==> src/rtl/prog_loader_ctrl_pkg.sv <==
// Shared encodings for the program loader: header field layout, target codes and FSM states.
// Defining PROG_LOADER_CSUM_EN adds the CSUM and ERROR states used by the checksum check.
package prog_loader_ctrl_pkg;

  localparam logic [1:0] TGT_NOP  = 2'b00;
  localparam logic [1:0] TGT_IMEM = 2'b01;
  localparam logic [1:0] TGT_DMEM = 2'b10;
  localparam logic [1:0] TGT_DONE = 2'b11;

  localparam int HDR_TGT_LSB   = 30;
  localparam int HDR_START_LSB = 16;
  localparam int HDR_COUNT_LSB = 0;
  localparam int START_W       = 14;
  localparam int COUNT_W       = 16;

  typedef struct packed {
    logic [1:0]         tgt;
    logic [START_W-1:0] start;
    logic [COUNT_W-1:0] count;
  } hdr_t;

  typedef enum logic [2:0] {
    ST_HDR,
    ST_IMEM_PAY,
    ST_DMEM_PAY,
    ST_RELEASE,
    ST_RUN
`ifdef PROG_LOADER_CSUM_EN
    ,
    ST_CSUM,
    ST_ERROR
`endif
  } state_e;

  function automatic hdr_t decode_hdr(input logic [31:0] word);
    hdr_t h;
    h.tgt   = word[HDR_TGT_LSB +: 2];
    h.start = word[HDR_START_LSB +: START_W];
    h.count = word[HDR_COUNT_LSB +: COUNT_W];
    return h;
  endfunction

endpackage

==> src/rtl/prog_line_packer.sv <==
// Packs 32-bit stream words MSB-first into 128-bit imem lines and emits one registered
// line write per full line, or early on the last word of a segment with unfilled lanes zero.
module prog_line_packer #(
  parameter int IMEM_AW = 9
) (
  input  logic               clk,
  input  logic               reset_x,
  input  logic               seg_start,
  input  logic [IMEM_AW-1:0] seg_line,
  input  logic               word_valid,
  input  logic               word_last,
  input  logic [31:0]        word,
  output logic               line_we,
  output logic [IMEM_AW-1:0] line_addr,
  output logic [127:0]       line_data
);

  logic [1:0]         lane_q, lane_d;
  logic [127:0]       buf_q, buf_d;
  logic [127:0]       merged;
  logic [IMEM_AW-1:0] line_q, line_d;
  logic               we_q, we_d;
  logic [IMEM_AW-1:0] addr_q, addr_d;
  logic [127:0]       data_q, data_d;

  always_comb begin
    merged = buf_q;
    case (lane_q)
      2'd0: merged[127:96] = word;
      2'd1: merged[95:64]  = word;
      2'd2: merged[63:32]  = word;
      2'd3: merged[31:0]   = word;
    endcase
  end

  always_comb begin
    lane_d = lane_q;
    buf_d  = buf_q;
    line_d = line_q;
    we_d   = 1'b0;
    addr_d = addr_q;
    data_d = data_q;
    if (seg_start) begin
      line_d = seg_line;
      lane_d = '0;
      buf_d  = '0;
    end else if (word_valid) begin
      if (lane_q == 2'd3 || word_last) begin
        we_d   = 1'b1;
        addr_d = line_q;
        data_d = merged;
        line_d = line_q + IMEM_AW'(1);
        lane_d = '0;
        buf_d  = '0;
      end else begin
        lane_d = lane_q + 2'd1;
        buf_d  = merged;
      end
    end
  end

  always_ff @(posedge clk) begin
    if (!reset_x) begin
      lane_q <= '0;
      buf_q  <= '0;
      line_q <= '0;
      we_q   <= 1'b0;
      addr_q <= '0;
      data_q <= '0;
    end else begin
      lane_q <= lane_d;
      buf_q  <= buf_d;
      line_q <= line_d;
      we_q   <= we_d;
      addr_q <= addr_d;
      data_q <= data_d;
    end
  end

  assign line_we   = we_q;
  assign line_addr = addr_q;
  assign line_data = data_q;

endmodule

==> src/rtl/prog_loader_ctrl.sv <==
// Boot loader: streams a header-framed image into imem/dmem, then releases core reset and
// hands dmem to the core. Define PROG_LOADER_CSUM_EN to verify a trailing image checksum.
module prog_loader_ctrl
  import prog_loader_ctrl_pkg::*;
#(
  parameter int ADDR_LEN = 32,
  parameter int DATA_LEN = 32,
  parameter int IMEM_AW  = 9,
  parameter int RST_HOLD = 4
) (
  input  logic                clk,
  input  logic                reset_x,
  input  logic                in_valid,
  output logic                in_ready,
  input  logic [31:0]         in_data,
  input  logic [ADDR_LEN-1:0] core_dmem_addr,
  input  logic [DATA_LEN-1:0] core_dmem_wdata,
  input  logic                core_dmem_we,
  output logic [ADDR_LEN-1:0] dmem_addr,
  output logic [DATA_LEN-1:0] dmem_wdata,
  output logic                dmem_we,
  output logic [IMEM_AW-1:0]  imem_addr,
  output logic [127:0]        imem_wdata,
  output logic                imem_we,
  output logic                core_reset,
  output logic                loaded
);

  localparam int HOLD_W = (RST_HOLD > 1) ? $clog2(RST_HOLD) : 1;

  state_e               state_q, state_d;
  logic [START_W-1:0]   start_q, start_d;
  logic [COUNT_W-1:0]   cnt_q, cnt_d;
  logic [COUNT_W-1:0]   n_q, n_d;
  logic [HOLD_W-1:0]    hold_q, hold_d;
  logic                 ld_we_q, ld_we_d;
  logic [ADDR_LEN-1:0]  ld_addr_q, ld_addr_d;
  logic [DATA_LEN-1:0]  ld_wdata_q, ld_wdata_d;
  logic                 core_reset_q, core_reset_d;
  logic                 loaded_q, loaded_d;
`ifdef PROG_LOADER_CSUM_EN
  logic [31:0]          sum_q, sum_d;
`endif

  hdr_t                 hdr;
  logic                 accept;
  logic                 last_word;
  logic [START_W-1:0]   dmem_idx;
  logic                 pk_start, pk_valid, pk_last;
  logic                 pk_we;
  logic [IMEM_AW-1:0]   pk_addr;
  logic [127:0]         pk_data;

  assign hdr       = decode_hdr(in_data);
  assign accept    = in_valid & in_ready;
  assign last_word = (cnt_q + 16'd1 == n_q);
  assign dmem_idx  = start_q + cnt_q[START_W-1:0];

  // Stream is only accepted while loading; reset gates it combinationally.
  always_comb begin
    in_ready = 1'b0;
    if (reset_x) begin
      case (state_q)
        ST_HDR, ST_IMEM_PAY, ST_DMEM_PAY: in_ready = 1'b1;
`ifdef PROG_LOADER_CSUM_EN
        ST_CSUM:                          in_ready = 1'b1;
`endif
        default:                          in_ready = 1'b0;
      endcase
    end
  end

  always_comb begin
    state_d      = state_q;
    start_d      = start_q;
    cnt_d        = cnt_q;
    n_d          = n_q;
    hold_d       = '0;
    ld_we_d      = 1'b0;
    ld_addr_d    = ld_addr_q;
    ld_wdata_d   = ld_wdata_q;
    core_reset_d = core_reset_q;
    loaded_d     = loaded_q;
    pk_start     = 1'b0;
    pk_valid     = 1'b0;
    pk_last      = 1'b0;
`ifdef PROG_LOADER_CSUM_EN
    sum_d        = sum_q;
`endif
    case (state_q)
      ST_HDR: begin
        if (accept) begin
          start_d = hdr.start;
          n_d     = hdr.count;
          cnt_d   = '0;
          case (hdr.tgt)
            TGT_NOP:  state_d = ST_HDR;
            TGT_IMEM: begin
              if (hdr.count != '0) begin
                state_d  = ST_IMEM_PAY;
                pk_start = 1'b1;
              end
            end
            TGT_DMEM: begin
              if (hdr.count != '0) state_d = ST_DMEM_PAY;
            end
            TGT_DONE: begin
`ifdef PROG_LOADER_CSUM_EN
              state_d = ST_CSUM;
`else
              state_d = ST_RELEASE;
`endif
            end
          endcase
        end
      end
      ST_IMEM_PAY: begin
        if (accept) begin
          pk_valid = 1'b1;
          pk_last  = last_word;
          cnt_d    = cnt_q + 16'd1;
`ifdef PROG_LOADER_CSUM_EN
          sum_d    = sum_q + in_data;
`endif
          if (last_word) state_d = ST_HDR;
        end
      end
      ST_DMEM_PAY: begin
        if (accept) begin
          ld_we_d    = 1'b1;
          ld_addr_d  = ADDR_LEN'({dmem_idx, 2'b00});
          ld_wdata_d = DATA_LEN'(in_data);
          cnt_d      = cnt_q + 16'd1;
`ifdef PROG_LOADER_CSUM_EN
          sum_d      = sum_q + in_data;
`endif
          if (last_word) state_d = ST_HDR;
        end
      end
      ST_RELEASE: begin
        if (hold_q == HOLD_W'(RST_HOLD - 1)) begin
          state_d      = ST_RUN;
          core_reset_d = 1'b0;
          loaded_d     = 1'b1;
        end else begin
          hold_d = hold_q + HOLD_W'(1);
        end
      end
      ST_RUN: state_d = ST_RUN;
`ifdef PROG_LOADER_CSUM_EN
      ST_CSUM: begin
        if (accept) state_d = (in_data == sum_q) ? ST_RELEASE : ST_ERROR;
      end
      ST_ERROR: state_d = ST_ERROR;
`endif
      default: state_d = ST_HDR;
    endcase
  end

  always_ff @(posedge clk) begin
    if (!reset_x) begin
      state_q      <= ST_HDR;
      start_q      <= '0;
      cnt_q        <= '0;
      n_q          <= '0;
      hold_q       <= '0;
      ld_we_q      <= 1'b0;
      ld_addr_q    <= '0;
      ld_wdata_q   <= '0;
      core_reset_q <= 1'b1;
      loaded_q     <= 1'b0;
`ifdef PROG_LOADER_CSUM_EN
      sum_q        <= '0;
`endif
    end else begin
      state_q      <= state_d;
      start_q      <= start_d;
      cnt_q        <= cnt_d;
      n_q          <= n_d;
      hold_q       <= hold_d;
      ld_we_q      <= ld_we_d;
      ld_addr_q    <= ld_addr_d;
      ld_wdata_q   <= ld_wdata_d;
      core_reset_q <= core_reset_d;
      loaded_q     <= loaded_d;
`ifdef PROG_LOADER_CSUM_EN
      sum_q        <= sum_d;
`endif
    end
  end

  prog_line_packer #(
    .IMEM_AW (IMEM_AW)
  ) u_packer (
    .clk        (clk),
    .reset_x    (reset_x),
    .seg_start  (pk_start),
    .seg_line   (IMEM_AW'(hdr.start)),
    .word_valid (pk_valid),
    .word_last  (pk_last),
    .word       (in_data),
    .line_we    (pk_we),
    .line_addr  (pk_addr),
    .line_data  (pk_data)
  );

  // Once running, the core owns the dmem port outright.
  always_comb begin
    dmem_addr  = ld_addr_q;
    dmem_wdata = ld_wdata_q;
    dmem_we    = ld_we_q;
    if (state_q == ST_RUN) begin
      dmem_addr  = core_dmem_addr;
      dmem_wdata = core_dmem_wdata;
      dmem_we    = core_dmem_we;
    end
  end

  assign imem_we    = pk_we & (state_q != ST_RUN);
  assign imem_addr  = pk_addr;
  assign imem_wdata = pk_data;
  assign core_reset = core_reset_q;
  assign loaded     = loaded_q;

endmodule

==> config.mk <==
export PLATFORM = sky130hd
export DESIGN_NAME = prog_loader_ctrl
export DESIGN_NICKNAME = d
export VERILOG_FILES = /design/src/rtl/prog_loader_ctrl_pkg.sv /design/src/rtl/prog_line_packer.sv /design/src/rtl/prog_loader_ctrl.sv
export SDC_FILE = /design/constraint.sdc
export NUM_CORES = 1
export LEC_CHECK = 0
export CAP_MARGIN = 30
export CORE_AREA = 10 10 205 207
export DETAILED_ROUTE_END_ITERATION = 10
export DIE_AREA = 0 0 215 217
export GPL_ROUTABILITY_DRIVEN = 0
export GPL_TIMING_DRIVEN = 0
export PLACE_DENSITY_LB_ADDON = 0.05
export RECOVER_POWER = 50
export SETUP_SLACK_MARGIN = 0.1
export SLEW_MARGIN = 5
export SYNTH_ARGS = -nofsm -noshare
export SYNTH_HDL_FRONTEND = slang
export SYNTH_SLANG_ARGS = --single-unit
==> constraint.sdc <==
create_clock -name clk -period 3.25 [get_ports clk]
set_input_delay 0.325 -clock clk [delete_from_list [all_inputs] [get_ports clk]]
set_output_delay 0.325 -clock clk [all_outputs]
set_load 0.005 [all_outputs]
; ---- Word-level counts from Yosys, hierarchy flattened
; Cells that the tools add are included.
[word_totals]
reg_bits = 377
in_bits = 100
output_inout_bits = 206
word_cells = 101
[op_classes]
n_addsub = 5
n_eq_ne = 19
muxes = 34
bitwise = 6
reduce_logical = 21
[op_table]
columns = operator, n
row1 = $mux W32, 6
row2 = $mux W128, 1
row3 = $mux W16, 2
row4 = $pmux W16 S2, 1
row5 = $mux W9, 3
row6 = $pmux W3 S4, 2
row7 = $mux W3, 6
row8 = $add A16 B1 Y16 const B, 1
row9 = $eq A16 B16 Y1, 1
row10 = $reduce_bool A16 Y1, 1
row11 = $add A14 B14 Y14, 1
row12 = $mux W1, 12
row13 = $eq A2 B2 Y1 const B, 5
row14 = $reduce_and A2 Y1, 5
row15 = $add A9 B1 Y9 const B, 1
row16 = $ne A3 B3 Y1 const B, 3
row17 = $reduce_or A3 Y1, 3
row18 = $eq A3 B2 Y1 const B, 2
row19 = $reduce_and A3 Y1, 2
row20 = $reduce_and A6 Y1, 1
row21 = $reduce_bool A2 Y1, 3
row22 = $add A2 B1 Y2 const B, 2
row23 = $eq A2 B1 Y1 const B, 2
row24 = $logic_not A2 Y1, 2
row25 = 10 further kinds, 17

; ---- Longest topological paths before layout
[depth]
word_depth = 11
mapped_depth = 13
depth_no_buf = 11

; ---- Cells and area by module
; A second synthesis with hierarchy kept.
[hier_totals]
hier_cells = 1711
hier_area_um2 = 17334.1
[by_module_without_submodules]
columns = mod, n_inst, cells_per_inst, area_per_inst_um2, seq_area_each_um2
row1 = prog_line_packer, 1, 1022, 11716.2, 5545.3
row2 = prog_loader_ctrl, 1, 689, 5617.9, 2001.9

; ---- Worst setup path before layout
; Ideal clock, no wire load.
[synth_path]
kind = flip-flop to flip-flop
startpoint = register cnt_q[0]
endpoint = register u_packer.data_q[31] (netlist: u_packer.line_data[31])
setup_ns = 0.132
t_arrival_ns = 2.812
t_required_ns = 3.118
setup_slack_ns = 0.305
path_stages_with_launch = 11
path_buffers = 1
cell_sequence = dfxtp_1 ha_1 nand3_4 or4_4 xnor2_1 nand4_1 or4_1 clkbuf_1 or3_1 o21ai_0 a21oi_1
[synth_between]
elab_chain_cells = 6
[synth_lines]
columns = item, line_no
row1 = "start, declared", prog_loader_ctrl.sv:33  ; logic [COUNT_W-1:0] cnt_q, cnt_d;
row2 = "start signal, assigned", prog_loader_ctrl.sv:178  ; cnt_q <= cnt_d;
row3 = $add A16 B1 Y16, prog_loader_ctrl.sv:56  ; assign last_word = (cnt_q + 16'd1 == n_q);
row4 = $eq A16 B16 Y1, prog_loader_ctrl.sv:56
row5 = $mux W1, prog_loader_ctrl.sv:118  ; if (accept) begin
row6 = $mux W1, prog_loader_ctrl.sv:90  ; case (state_q)
row7 = $logic_or A1 B1 Y1, prog_line_packer.sv:48  ; if (lane_q == 2'd3 || word_last) begin
row8 = $reduce_and A3 Y1 (no line), n/a
row9 = "end signal, assigned", prog_line_packer.sv:76  ; data_q <= data_d;
row10 = "end, declared", prog_line_packer.sv:24  ; logic [127:0] data_q, data_d;
; Every way passes these cells.
; A chain may end at the register's enable or synchronous reset.

; ---- Final worst setup path
[layout_path]
startpoint = register cnt_q[1]
endpoint = register u_packer.data_q[14] (netlist: u_packer.line_data[14])
; Same word-level chain as after synthesis.

==> results.txt <==
The proportion of synthesized flip-flops having asynchronous set or reset came out at 0. The critical path arrival is 3.53 ns. On the final layout, the worst hold slack is 0.139 ns. The first global-routing pass estimated 90400 um of wire.

Clock tree synthesis selected as its root buffer the cell sky130_fd_sc_hd__clkbuf_16. The signal on the critical path passes through ha_4, nand3_4, or4_4, xnor2_2, nand4_1, or4_4, buf_6, or3_1, o21ai_0, a21oi_1. The final wirelength is 61200 um. The starting density of the core is 0.444. Clock tree synthesis inserted a total of 42 buffers.

The placed instance count is 2764. Subtracting the final worst setup slack from the clock period gives 3.10 ns. The number of levels the H-tree was split into is 2. For this design the ratio of total power to cell area is 467 nW/um^2.

The netlist area before placement is 16900 um^2. The placed instance area is 20500 um^2. The final route contains 15380 vias. The clock net in this run drives a total of 377 sinks. The number of buffers on the longest clock path is 3. The worst path setup slack after routing is 0.152 ns. The detailed router finished its first iteration with 1184 violations.

The cell count along the critical path is 10. The half-perimeter wire length after detailed placement came out at 44900 um. Synthesis instantiated 67 different standard cells from the library. The number of buffers and inverters on the critical path is 1. The net count of the finished layout is 2428. The final non-filler cell total came out at 2856.

In this design, the largest share of critical-path delay is due to simple AND/OR/NAND/NOR gates. The latest clock arrival within the worst-skew pair is 0.57 ns. The endpoint class of the critical path is a register. The worst setup slack after placement came out at -0.370 ns. The cell count after synthesis came out at 1958. The detail route stage leaves a number of antenna-violating nets equal to 0. The clock transition at the register clock pins on the worst setup and hold paths after CTS is 0.06 ns. The cell area after layout came out at 22300 um^2. The full die area came out at 46700 um^2. The number of synthesized flops with an enable pin is 0.

The core area came out at 38100 um^2. The share of cells above drive strength 1 is 0.141. The die width is 215 um. The worst register-to-register path has a setup slack of 0.15 ns.

Of all nets on the critical path, the largest fanout is 10. The peak per-stage delay on the critical path came out at 0.69 ns. The initial antenna violation count was 2. Of the synthesized area, sequential elements account for 0.446.

The register bit count reported by yosys is 377. The startpoint-to-endpoint class of the critical path is register to register. The initialized floorplan defines 72 standard-cell rows. The global routing usage summed across all routing layers is 0.248. After detailed routing, the average wire length per cell comes to 21.4 um. The worst clock skew on the final layout is 0.0258 ns. The number of hold violations in the final report is 0. The Yosys step of the flow raised 0 warnings. For this design the top-level I/O count stands at 306. In this run the worst setup path begins at cnt_q[1]. The number of global-route vias before repair is 14707. The most common cell type on the critical path is sky130_fd_sc_hd__or4_4. The maximum operating frequency is 0.323 GHz. The count of filler cells inserted in the layout came out at 3418. In this run the critical register-to-register path is launched from cnt_q[1].

The number of pins with negative max-slew slack in the final report is 0. The area growth from synthesis to final layout came out at 31.8%. The final setup violation count is 0.

TritonCTS built the clock tree. The fraction of the cycle the final worst path needs came out at 0.953. Summed over all cells, the static leakage comes to 8.29 nW. The worst setup path is launched from a register.

The measured slew at the worst slew-check pin is 1.10 ns. The worst hold path belongs to the class input port to register. The slowest stage of the critical path belongs to the cell sky130_fd_sc_hd__or4_4. Following the worst setup path forward leads to its endpoint at u_packer.line_data[14].

The endpoint of the most critical register-to-register path is u_packer.line_data[14]. Dividing the detail-routed via count by the number of cells gives 5.39. The max-capacitance violation count is 0. The detailed-router iteration count before antenna repair is 5. The most used flip-flop cell after synthesis is sky130_fd_sc_hd__dfxtp_1.

The maximum VDD drop came out at 0.388 mV. The port buffer count is 274. In this run the vertical extent of the chip is 217 um. The data required time of the worst path is 3.69 ns. The cell depth of the worst flop-to-flop path came out at 10.

The mean area per synthesized cell came out at 8.64 um^2. For this design, the CTS-stage hold fixing added 0 buffers. Summed over all layers, the global routing overflow is 0.

The pin count of the biggest net entering global routing came out at 13. The net count of the mapped netlist came out at 2079. The remaining max-slew budget at the tightest pin is 0.266. The run finished with clean final reports. Setup repair after global routing could not meet its margin everywhere. The post-route DRC violation count came out at 0.
-- per-stage QoR --
| stage | TNS, ns | utilization | power [mW] |
|---|---|---|---|
| 6_report | 0 | 0.585 | 10.4 |
| 5_1_grt | 0 | 0.585 | 10.7 |
| 4_1_cts | 0 | 0.578 | 10.4 |
| 3_5_place_dp | -60.09 | 0.538 | 5.71 |
| 3_3_place_gp | -215.48 | 0.533 | 5.67 |
| 2_1_floorplan | 0 | - | 5.30 |
-- layout by cell type (no fill, tap or decap), types with 68 or more instances in the layout --
cell,synthesis,final
sky130_fd_sc_hd__a211oi_2,90,90
sky130_fd_sc_hd__clkbuf_1,145,135
sky130_fd_sc_hd__a21oi_1,239,239
sky130_fd_sc_hd__nor2_1,131,129
sky130_fd_sc_hd__dlygate4sd3_1,0,154
sky130_fd_sc_hd__nand2_1,391,391
sky130_fd_sc_hd__clkdlybuf4s50_1,0,120
sky130_fd_sc_hd__mux2i_1,98,98
sky130_fd_sc_hd__dfxtp_1,377,369
sky130_fd_sc_hd__o21ai_0,70,68
-- worst reg2reg max path: stages, from the launching register on --
cell and delay (ns):
sky130_fd_sc_hd__dfxtp_4 0.37, sky130_fd_sc_hd__ha_4 0.17, sky130_fd_sc_hd__nand3_4 0.10, sky130_fd_sc_hd__or4_4 0.59, sky130_fd_sc_hd__xnor2_2 0.17, sky130_fd_sc_hd__nand4_1 0.19
sky130_fd_sc_hd__or4_4 0.69, sky130_fd_sc_hd__buf_6 0.19, sky130_fd_sc_hd__or3_1 0.31, sky130_fd_sc_hd__o21ai_0 0.10, sky130_fd_sc_hd__a21oi_1 0.09
-- cell type report --
type,instances,area (um^2),share of cell area
Multi-Input combinational cell,1379,8550,0.384
Sequential cell,377,7560,0.339
Timing Repair Buffer,305,3080,0.138
Clock buffer,62,1250,0.0561
Buffer,187,1010,0.0452
Tap cell,518,648,0.0291
Clock inverter,12,118,0.00528
Inverter,15,65.1,0.00292
Antenna cell,1,2.50,0.000112
-- power breakdown --
group / internal (mW) / leakage (nW) / switching, mW
clock network: 2.82 / 0.667 / 1.94
logic: 0.344 / 4.58 / 0.574
registers: 4.69 / 3.05 / 0.0535
total: 7.85 / 8.29 / 2.57
-- what timing repair did --
item                                    in CTS  in global routing
endpoints found under the setup margin     321                297
gates cloned                                 0                  2
pin swaps                                    4                  7
setup buffers                                3                 10
resized for setup                           46                 80
endpoints found under the hold margin        0                  0
-- routing by layer --
| metal | part of all wire | routed length (um) | up-vias | global-route usage |
|---|---|---|---|---|
| li1 | - | - | 7412 | - |
| met4 | 0.025 | 1510 | 2 | 0.0838 |
| met5 | 0.00016 | 10 | - | 0 |
| met2 | 0.49 | 29900 | 495 | 0.422 |
| met1 | 0.42 | 25900 | 7404 | 0.315 |
| met3 | 0.062 | 3770 | 67 | 0.0422 |
-- kinds of logic after synthesis --
group / synth area share
buf+inv: 0.0539
fa+ha+maj: 0.0160
simple gates: 0.189
flops: 0.446
compound gates: 0.185
mux: 0.0913
xor+xnor: 0.0179
-- registers in the layout (all words and copies together) (netlist names) --
| signal | count |
|---|---|
| state_q | 3 |
| u_packer.line_q | 9 |
| u_packer.line_we | 1 |
| loaded | 1 |
| u_packer.buf_q | 128 |
| ld_wdata_q | 32 |
| hold_q | 2 |
| start_q | 14 |
| u_packer.line_addr | 9 |
| cnt_q | 16 |
| ld_we_q | 1 |
| n_q | 16 |
| u_packer.line_data | 128 |
| u_packer.lane_q | 2 |
| ld_addr_q | 14 |
| core_reset | 1 |
-- how the worst min path moves through the flow --
stage | startpoint | to | slack (ns) | depth (start not counted)
final | in_data[12] | u_packer.buf_q[108] | 0.14 | 3
after global routing | in_data[12] | u_packer.buf_q[108] | 0.14 | 3
after CTS | in_data[19] | u_packer.line_q[3] | 0.21 | 3
after detailed placement | hold_q[0] | hold_q[0] | 0.42 | 1
after global placement | hold_q[0] | hold_q[0] | 0.42 | 1
after floorplan | hold_q[0] | hold_q[0] | 0.40 | 1
-- Yosys cell counts, types with 4 or more instances --
cell type                  count  area share
sky130_fd_sc_hd__mux2i_1      98       0.058
sky130_fd_sc_hd__buf_6        12      0.0080
sky130_fd_sc_hd__nand3b_1      8      0.0036
sky130_fd_sc_hd__buf_2         8      0.0024
sky130_fd_sc_hd__a211oi_1     13      0.0058
sky130_fd_sc_hd__nand2_1     391       0.087
sky130_fd_sc_hd__o21ai_1      12      0.0036
sky130_fd_sc_hd__buf_4        14      0.0062
sky130_fd_sc_hd__o21ai_0      70       0.021
sky130_fd_sc_hd__a21oi_1     239       0.071
sky130_fd_sc_hd__buf_1         8      0.0018
sky130_fd_sc_hd__o21a_1        4      0.0018
sky130_fd_sc_hd__clkbuf_1    145       0.032
sky130_fd_sc_hd__nand4_1       8      0.0030
sky130_fd_sc_hd__a211oi_2     90       0.067
sky130_fd_sc_hd__or3_1        39       0.014
sky130_fd_sc_hd__a21boi_0      4      0.0018
sky130_fd_sc_hd__nor3_1       19      0.0056
sky130_fd_sc_hd__nor4_1        8      0.0030
sky130_fd_sc_hd__nor2_1      131       0.029
sky130_fd_sc_hd__ha_1         20       0.015
sky130_fd_sc_hd__inv_1        12      0.0027
sky130_fd_sc_hd__nor2b_1      10      0.0037
sky130_fd_sc_hd__mux2_2       49       0.033
sky130_fd_sc_hd__xor2_1       10      0.0052
sky130_fd_sc_hd__dfxtp_1     377        0.45
sky130_fd_sc_hd__and2_1       36       0.013
sky130_fd_sc_hd__and3_1       24      0.0089
sky130_fd_sc_hd__nand3_1      19      0.0056
sky130_fd_sc_hd__xnor2_1      22       0.011
No activity file was read; power rests on OpenSTA's default activity.
